==> config.mk <==
export PLATFORM = sky130hd
export DESIGN_NAME = sha256_round_controller
export DESIGN_NICKNAME = d
export VERILOG_FILES = /design/src/rtl/sha256_round_controller.sv
export SDC_FILE = /design/constraint.sdc
export NUM_CORES = 1
export LEC_CHECK = 0
export ABC_AREA = 1
export CELL_PAD_IN_SITES_DETAIL_PLACEMENT = 0
export CELL_PAD_IN_SITES_GLOBAL_PLACEMENT = 1
export CORE_UTILIZATION = 37
export CTS_BUF_LIST = sky130_fd_sc_hd__clkbuf_8
export DETAILED_ROUTE_END_ITERATION = 8
export PLACE_DENSITY = 0.95
export SLEW_MARGIN = 5
export SYNTH_ARGS = -nofsm -noshare
export SYNTH_HDL_FRONTEND = slang
export SYNTH_SLANG_ARGS = --single-unit
==> constraint.sdc <==
create_clock -name clk -period 2.05 [get_ports clk]
set_clock_uncertainty 0.1 [all_clocks]
set_input_delay 0.5125 -clock clk [delete_from_list [all_inputs] [get_ports clk]]
set_output_delay 0.5125 -clock clk [all_outputs]
set_load 0.02 [all_outputs]
==> src/rtl/sha256_round_controller.sv <==
// sha256_round_controller
//
// Sequencing controller for the SHA-256 compression datapath. It takes one
// 512-bit block as 16 handshaked 32-bit words and then steps the 64 compression
// rounds. It holds no hash data. The working registers, the message schedule and
// the K table are separate blocks, and they are driven from the outputs below.
//
// Ports:
//   clk          single clock, rising edge
//   rst          synchronous active-high reset
//   start        begin one block (sampled only in IDLE)
//   first_block  sampled with start; 1 = load the initial hash values first
//   abort        cancel the block in progress (ignored in IDLE)
//   msg_valid    message word present on the external bus
//   msg_ready    controller accepting message words
//   w_load       schedule captures the word at word_idx
//   word_idx     index 0..15 of the word being loaded
//   hash_init    hash registers load the initial hash values
//   work_load    working registers a..h copy the hash registers
//   k_addr       K table address = current round
//   round_en     working registers perform one round
//   w_expand     schedule supplies an expanded W (rounds 16..63)
//   hash_update  H[i] <= H[i] + working[i]
//   busy         high in every state except IDLE
//   done         block complete, hash registers valid

module sha256_round_controller (
    input  logic       clk,
    input  logic       rst,
    input  logic       start,
    input  logic       first_block,
    input  logic       abort,
    input  logic       msg_valid,
    output logic       msg_ready,
    output logic       w_load,
    output logic [3:0] word_idx,
    output logic       hash_init,
    output logic       work_load,
    output logic [5:0] k_addr,
    output logic       round_en,
    output logic       w_expand,
    output logic       hash_update,
    output logic       busy,
    output logic       done
);

    typedef enum logic [2:0] {
        StIdle,
        StInit,
        StLoad,
        StRound,
        StFinal,
        StDone
    } state_e;

    state_e     state_q, state_d;
    logic       fb_q, fb_d;
    logic [3:0] word_cnt_q, word_cnt_d;
    logic [5:0] round_cnt_q, round_cnt_d;

    // abort is only meaningful once a block is in flight
    logic abort_act;
    assign abort_act = abort & (state_q != StIdle);

    always_ff @(posedge clk) begin
        if (rst) begin
            state_q     <= StIdle;
            fb_q        <= 1'b0;
            word_cnt_q  <= 4'd0;
            round_cnt_q <= 6'd0;
        end else begin
            state_q     <= state_d;
            fb_q        <= fb_d;
            word_cnt_q  <= word_cnt_d;
            round_cnt_q <= round_cnt_d;
        end
    end

    always_comb begin
        state_d     = state_q;
        fb_d        = fb_q;
        word_cnt_d  = word_cnt_q;
        round_cnt_d = round_cnt_q;

        unique case (state_q)
            StIdle: begin
                if (start) begin
                    state_d     = StInit;
                    fb_d        = first_block;
                    // An aborted block may leave the counters mid-count.
                    // Every new block therefore starts them from zero.
                    word_cnt_d  = 4'd0;
                    round_cnt_d = 6'd0;
                end
            end
            StInit: begin
                state_d = StLoad;
            end
            StLoad: begin
                if (msg_valid) begin
                    word_cnt_d = word_cnt_q + 4'd1;
                    if (word_cnt_q == 4'd15) begin
                        state_d = StRound;
                    end
                end
            end
            StRound: begin
                round_cnt_d = round_cnt_q + 6'd1;
                if (round_cnt_q == 6'd63) begin
                    state_d = StFinal;
                end
            end
            StFinal: begin
                state_d = StDone;
            end
            StDone: begin
                state_d = StIdle;
            end
            default: begin
                state_d = StIdle;
            end
        endcase

        // The strobes are suppressed in the abort cycle, so the counters
        // must not advance in that cycle either.
        if (abort_act) begin
            state_d     = StIdle;
            fb_d        = 1'b0;
            word_cnt_d  = word_cnt_q;
            round_cnt_d = round_cnt_q;
        end
    end

    always_comb begin
        msg_ready   = 1'b0;
        w_load      = 1'b0;
        word_idx    = 4'd0;
        hash_init   = 1'b0;
        work_load   = 1'b0;
        k_addr      = 6'd0;
        round_en    = 1'b0;
        w_expand    = 1'b0;
        hash_update = 1'b0;
        done        = 1'b0;
        busy        = (state_q != StIdle);

        unique case (state_q)
            StIdle: begin
            end
            StInit: begin
                work_load = ~abort_act;
                hash_init = fb_q & ~abort_act;
            end
            StLoad: begin
                msg_ready = ~abort_act;
                w_load    = msg_valid & ~abort_act;
                word_idx  = word_cnt_q;
            end
            StRound: begin
                k_addr   = round_cnt_q;
                round_en = ~abort_act;
                w_expand = (round_cnt_q >= 6'd16) & ~abort_act;
            end
            StFinal: begin
                hash_update = ~abort_act;
            end
            StDone: begin
                done = ~abort_act;
            end
            default: begin
            end
        endcase
    end

endmodule

# ---- After elaboration in Yosys (flattened, before gate mapping)
# Index checks and enable logic that the tools add are counted.
# W data, S select, Z words.
dict set report op_classes {
  addsub 2
  n_mul 0
  n_div 0
  magnitude_cmp 1
  eq_ne 11
  n_shift 0
  mux 20
  bitwise_logic 5
  reduce_logical 9
}
# op count
set op_table {}
lappend op_table {{$pmux W3 S5} 1}
lappend op_table {{$mux W3} 4}
lappend op_table {{$mux W4} 3}
lappend op_table {{$mux W6} 2}
lappend op_table {{$pmux W6 S2} 1}
lappend op_table {{$mux W1} 8}
lappend op_table {{$ne A2 B2 Y1 const B} 4}
lappend op_table {{$pmux W4 S2} 1}
lappend op_table {{$reduce_and A4 Y1} 2}
lappend op_table {{$add A6 B1 Y6 const B} 1}
lappend op_table {{$eq A3 B2 Y1 const B} 2}
lappend op_table {{$eq A3 B3 Y1 const B} 2}
lappend op_table {{$eq A6 B6 Y1 const B} 1}
lappend op_table {{$ge A6 B5 Y1 const B} 1}
lappend op_table {{$add A4 B1 Y4 const B} 1}
lappend op_table {{$and A1 B1 Y1} 4}
lappend op_table {{$eq A4 B4 Y1 const B} 1}
lappend op_table {{$reduce_bool A2 Y1} 2}
lappend op_table {{$eq A3 B1 Y1 const B} 1}
lappend op_table {{$logic_not A3 Y1} 1}
lappend op_table {{$reduce_and A3 Y1} 1}
lappend op_table {{$reduce_bool A3 Y1} 1}
lappend op_table {{$reduce_and A2 Y1} 1}
lappend op_table {{$reduce_or A2 Y1} 1}
lappend op_table {{$not A1 Y1} 1}
dict set report word_totals {
  ff_bits 14
  latch_bits 0
  ram_bits 0
  romBits 0
  input_bits 6
  out_inout_bits 19
  elab_cells 52
  n_memories 0
}

# ---- Longest topological paths before layout
# Gate-level depths: netlist (run 1).
dict set report depth {
  depth_word 5
  depth_mapped 8
  depth_no_buf 8
}

# ---- Worst setup path before layout (run 1)
# OpenSTA, ideal clock, no wires.
dict set report synth_timing {
  path_type {register -> output}
  from {reg state_q[0]}
  to {out hash_init}
  t_arrival_ns 1.333
  required_time_ns 1.437
  path_slack_ns 0.104
  path_stages_with_launch 6
  n_path_buf 0
  path_cell_list {dfxtp_1 -> inv_2 -> or2_0 -> nor2_1 -> inv_1 -> nor3_1}
}
dict set report synth_between {
  elab_chain_cells 5
  elab_cells_between_ends 6
  cone_classes {1 x eq/ne; 1 x mux; 3 x bitwise; 1 x reduce/logical}
}
# item line_no
set synth_rtl {}
lappend synth_rtl {{start, declared} 56} ;# state_e state_q, state_d;
lappend synth_rtl {{start signal, assigned} 67} ;# state_q <= StIdle;
lappend synth_rtl {{start signal, assigned} 72} ;# state_q <= state_d;
lappend synth_rtl {{$reduce_bool A3 Y1} 63} ;# assign abort_act = abort & (state_q != StIdle);
lappend synth_rtl {{$and A1 B1 Y1} 63}
lappend synth_rtl {{$not A1 Y1 (no line)} n/a}
lappend synth_rtl {{$and A1 B1 Y1} 152} ;# hash_init = fb_q & ~abort_act;
lappend synth_rtl {{$mux W1 *} 147} ;# unique case (state_q)
lappend synth_rtl {{end, declared} 37} ;# output logic hash_init,
# Every way passes the cells marked *; elsewhere a longest branch is shown, timed or not.

# ---- Worst setup path in the final report (run 1)
dict set report layout_timing {
  from {in abort}
  to {out w_load}
}
dict set report layout_between {
  elab_chain_cells 4
}
# item line_no
set layout_rtl {}
lappend layout_rtl {{start, declared} 32} ;# input logic abort,
lappend layout_rtl {{$and A1 B1 Y1} 63}
lappend layout_rtl {{$not A1 Y1 (no line)} n/a}
lappend layout_rtl {{$and A1 B1 Y1} 156} ;# w_load = msg_valid & ~abort_act;
lappend layout_rtl {{$mux W1} 147}
lappend layout_rtl {{end, declared} 35} ;# output logic w_load,
# No other way between the ends.

==> out/metrics.cfg, run 1 <==
[status]
status = completed

[layout]
nFillCells = 241
antenna_cells = 0
syn_to_final_growth_pct = 42.6
drive_gt1_frac = 0.234
fin_nets = 194
stdcell_area_um2 = 1350

[logic_synthesis]
ys_ff_latch = 14
synth_top_area_cell = dfxtp_1
synthesis.nets = 153
yosysUniqueCellTypes = 21
synth_area_leaders = dfxtp_1 30%, nor2_1 11%, inv_1 10%
yosysTopAreaCellShare = 0.297
ys_seq_area_frac = 0.297
yosys_warnings = 0
synth_area_per_cell_um2 = 6.51
netlist_area_um2 = 943
netlist_instances = 145

[global_routing]
grt_max_degree = 9
antenna_found_initial = 0
gr-total-overflow = 0
grt_pass1_wl_um = 3710
grt_pass1_vias = 915
grt_use_total = 0.184

[setup_path]
crit_fanout = 7
worstSetupPathType = primary input to output pin
critPathMaxStageDelay_ps = 270
cp.arrival_ps = 1400
end_kind = output pin
cp.required_ps = 1440
cpMaxStageDelayCell = dlygate4sd2_1
crit_path_start_kind = primary input
worstPathCellList = dlygate4sd2_1, buf_12, nor2_4, nand2_2, inv_1, clkdlybuf4s15_2

[timing]
maxSlewViolCount = 0
fmaxAchievable_mhz = 498
setup_viol = 0
tightestPinTransition_ps = 221
hold_violations = 0
maxSlewHeadroom = 0.852
post-route-min-period_ps = 2010
rsz0062_at_grt = false
setup_tns_ps = 0
period_share = 0.979

[cts]
cts_tree = built
post_cts_buffers = 0
clk_pin_slew_ps = 60
h-tree-depth = 1
insertion_delay_ps = 240
numCtsBuffers = 3
cts.path.max_buffers = 2
root_buffer = clkbuf_8
clkSinkCount = 14

[hold_path]
hp-class = register to register

[pwr]
p_int_w = 0.000676
power.density_nw_per_um2 = 851
p_leak_nw = 0.640
pwr-share-comb = 0.493
clockPowerShare = 0.197
irDropWorstVdd_mv = 0.475
seqPwrFrac = 0.310
swShare = 0.410
p_switching_w = 0.000469

[drt]
detail_route.wl_per_cell_um = 10.3
wl_met2_um = 1010
routed_wl_um = 2180
drt_iter0_markers = 30
ant_nets = 0
dr.max_layer_used = met4
vias = 1010
drc_errors = 0
wl_met3_um = 100
met1_length_um = 1040
dr.pass1.iters = 4
viasPerCell = 4.76

[floorplan]
ios = 25
initial_utilization = 0.411
core-area_um2 = 2300
placementRows = 17
dieArea_um2 = 2760
die_x_um = 52.5
die_h_um = 52.5

[run]
drv_cap = 0

[placed_design]
routabilityCongestion = 0.888
placed_area_um2 = 1330
port_buffers = 24
hpwl_um = 1770

## cell type report
type	instances	area, um^2	share of cell area
multi-input combinational	100	549	0.408
clock buffer	3	41.3	0.0307
inverter	30	114	0.0847
timing repair buffer	37	324	0.241
sequential	14	282	0.209
tap	28	35.0	0.0260
## repair_timing
| action | in CTS | in global routing |
|---|---|---|
| gates cloned | 0 | 0 |
| endpoints found under the setup margin | 19 | 11 |
| gates resized for setup | 34 | 14 |
| hold buffers | 0 | 0 |
| pin swaps | 0 | 1 |
## layer usage
layer  vias to the layer above  track usage
met4                         0       0.0789
li1                        536            -
met5                         -            0
met1                       446        0.226
met2                        24        0.302
met3                         4       0.0464
## layout by cell type (no fill, tap or decap)
cell type and instances:
nor3_1 3, inv_1 26, nand3_4 3, dfxtp_2 1, dfxtp_1 13, o21ai_0 4
nand2_4 3, nor2_4 3, o21ai_1 4, a22oi_1 1, nand3_1 9, clkdlybuf4s15_2 2
dlygate4sd2_1 9, clkinv_2 1, nand4_1 3, nand2_2 1, clkbuf_8 3, ha_1 2
clkdlybuf4s50_1 4, clkdlybuf4s15_1 3, nor3_2 1, a21oi_1 12, or2_0 1, buf_4 11
buf_2 3, nor2_1 26, clkbuf_2 3, buf_12 2, nand2_1 21, inv_2 3
nor2_2 3
## critical path, delay by kind of cell
kind          cells  cell delay, ps
buf+inv           4             720
simple gates      2             170
## through the flow
stage | worst slack (ps) | utilization | instances | total power, W | hold slack [ps]
floorplan | 104 | - | 145 | 0.000721 | 330
global route | 0.629 | 0.586 | 212 | 0.00124 | 412
detailed placement | -535 | 0.581 | 209 | 0.000936 | 352
finish | 42.3 | 0.586 | 212 | 0.00115 | 377
global placement | -516 | 0.581 | 209 | 0.000929 | 343
CTS | 7.34 | 0.590 | 212 | 0.00114 | 362
## power by group through the flow
stage               registers, W  clock network (W)  logic (W)
floorplan               0.000367                  0   0.000354
global placement        0.000357                  0   0.000572
detailed placement      0.000358                  0   0.000578
CTS                     0.000353           0.000230   0.000562
global route            0.000361           0.000244   0.000634
finish                  0.000355           0.000226   0.000564
## Yosys cell counts (all sizes together)
library cell / count
nor3: 4
a22oi: 1
dfxtp: 14
nand3: 12
or2: 1
a21oi: 12
buf: 1
clkinv: 1
nor2: 32
o21ai: 8
inv: 29
nand4: 3
nand2: 25
ha: 2
## registers in the layout (all words and copies together) (netlist names)
name,cells
round_cnt_q,6
word_cnt_q,4
state_q,3
fb_q,1
## worst paths after layout
| check | depth (start not counted) | endpoint | slack, ps | from |
|---|---|---|---|---|
| setup / recovery | 6 | w_load | 40 | abort |
| hold / removal | 2 | fb_q | 380 | fb_q |
| setup reg to reg | 8 | state_q[1] | 580 | round_cnt_q[1] |
| hold reg to reg | 2 | fb_q | 380 | fb_q |
## cell families after synthesis
family,Yosys count,synth area share
AND/OR/NAND/NOR,77,0.434
buffers and inverters,31,0.129
AO/OA/AOI/OAI,21,0.114
flip-flops,14,0.297
adder cells (fa/ha/maj),2,0.0265
(Power assumes the default switching activity.)
==> run 2, diff against run 1 <==
- CORE_UTILIZATION: 37 -> 34
- PLACE_DENSITY: 0.95 -> 0.9
- clock period: 2.05 -> 2.2 ns (I/O delays scaled with it)
==> out/metrics.cfg, run 2 (same netlist as run 1, synthesis figures left out) <==
[status]
status = completed

[pwr]
irDropWorstVdd_mv = 0.485
finalPower_w = 0.00107
pwr-share-comb = 0.496
p_leak_nw = 0.648
power.density_nw_per_um2 = 808
clockPowerShare = 0.194
p_int_w = 0.000634
p_switching_w = 0.000437
seqPwrFrac = 0.310
swShare = 0.408

[layout]
top_register = round_cnt_q
final_cell_mix = 27 x nor2_1, 26 x inv_1, 21 x nand2_1
antenna_cells = 0
drive_gt1_frac = 0.227
layout_commonest_cell = nor2_1
final_core_util = 0.521
reg.largest.list = round_cnt_q (6), word_cnt_q (4), state_q (3)
fin_nets = 195
syn_to_final_growth_pct = 40.5
largest_register_ffs = 6

[floorplan]
dieArea_um2 = 2990
die_x_um = 54.7
placementRows = 18
core-area_um2 = 2540
die_h_um = 54.7
initial_utilization = 0.371
ios = 25

[drt]
viasPerCell = 4.70
dr.pass1.iters = 5
ant_nets = 0
routed_wl_um = 2290
vias = 1011
detail_route.wl_per_cell_um = 10.7
drc_errors = 0
drt_iter0_markers = 15

[global_routing]
grt_max_degree = 9
grt_pass1_wl_um = 3910
antenna_found_initial = 0
grt_pass1_vias = 937
grt_use_total = 0.183
gr-total-overflow = 0

[cts]
numCtsBuffers = 3
root_buffer = clkbuf_8
insertion_delay_ps = 240
clkSinkCount = 14
clk_pin_slew_ps = 60
cts.path.max_buffers = 2
cts_tree = built
post_cts_buffers = 0
h-tree-depth = 1

[setup_path]
worstSetupPathType = primary input to output pin
crit_fanout = 7
cp.arrival_ps = 1510
cp.required_ps = 1550
crit_path_start_kind = primary input
end_kind = output pin

[placed_design]
hpwl_um = 1860
routabilityCongestion = 0.845
port_buffers = 24

[timing]
rsz0062_at_grt = false
post-route-min-period_ps = 2160
period_share = 0.983
maxSlewViolCount = 0
fmaxAchievable_mhz = 462
tightestPinTransition_ps = 250
maxSlewHeadroom = 0.832
setup_viol = 0
hold_violations = 0

[hold_path]
hp-class = register to register

[run]
drv_cap = 0

[run 2: stage by stage]
stage / hold slack [ps] / setup TNS [ps] / cells / setup WS, ps / area, um^2
5_1_grt: 399 / 0 / 215 / 0.379 / 1330
2_1_floorplan: 330 / 0 / 145 / 217 / 943
3_5_place_dp: 362 / -3050 / 212 / -443 / 1320
3_3_place_gp: 357 / -2820 / 212 / -390 / 1320
4_1_cts: 372 / 0 / 215 / 1.36 / 1330
6_report: 364 / 0 / 215 / 37.8 / 1330
[run 2: final timing paths]
| kind | startpoint | endpoint | slack (ps) | depth (start not counted) |
|---|---|---|---|---|
| setup / recovery | abort | work_load | 40 | 4 |
| hold / removal | fb_q | fb_q | 360 | 2 |
| setup reg to reg | round_cnt_q[1] | state_q[1] | 740 | 8 |
| hold reg to reg | fb_q | fb_q | 360 | 2 |
[run 2: final cells by class]
| type | instances | area [um^2] |
|---|---|---|
| multi-input combinational | 100 | 547 |
| inverter | 30 | 114 |
| timing repair buffer | 38 | 305 |
| clock buffer | 3 | 41.3 |
| tap | 30 | 37.5 |
| sequential | 14 | 280 |
| fill | 280 | 1220 |
[run 2: worst max-delay path: stages]
cell and delay, ps:
clkdlybuf4s50_1 440, buf_6 160, nor2_1 100, clkdlybuf4s15_2 260
[run 2: what timing repair did]
action                     CTS  global route
setup endpoints to repair   19             4
hold buffers                 0             0
resized for setup           44             5
[run 2: power groups by stage]
stage | clock [W] | sequential, W | combinational [W]
2_1_floorplan | 0 | 0.000342 | 0.000330
3_3_place_gp | 0 | 0.000335 | 0.000538
3_5_place_dp | 0 | 0.000337 | 0.000548
4_1_cts | 0.000218 | 0.000332 | 0.000535
5_1_grt | 0.000222 | 0.000338 | 0.000600
6_report | 0.000208 | 0.000332 | 0.000531
[run 2: metal layers]
| metal | wire (um) | track usage | vias to the layer above |
|---|---|---|---|
| met4 | 0 | 0.0513 | 0 |
| met5 | 0 | 0 | - |
| met2 | 1170 | 0.339 | 24 |
| met1 | 1040 | 0.214 | 449 |
| li1 | - | - | 538 |
| met3 | 83 | 0.0250 | 0 |
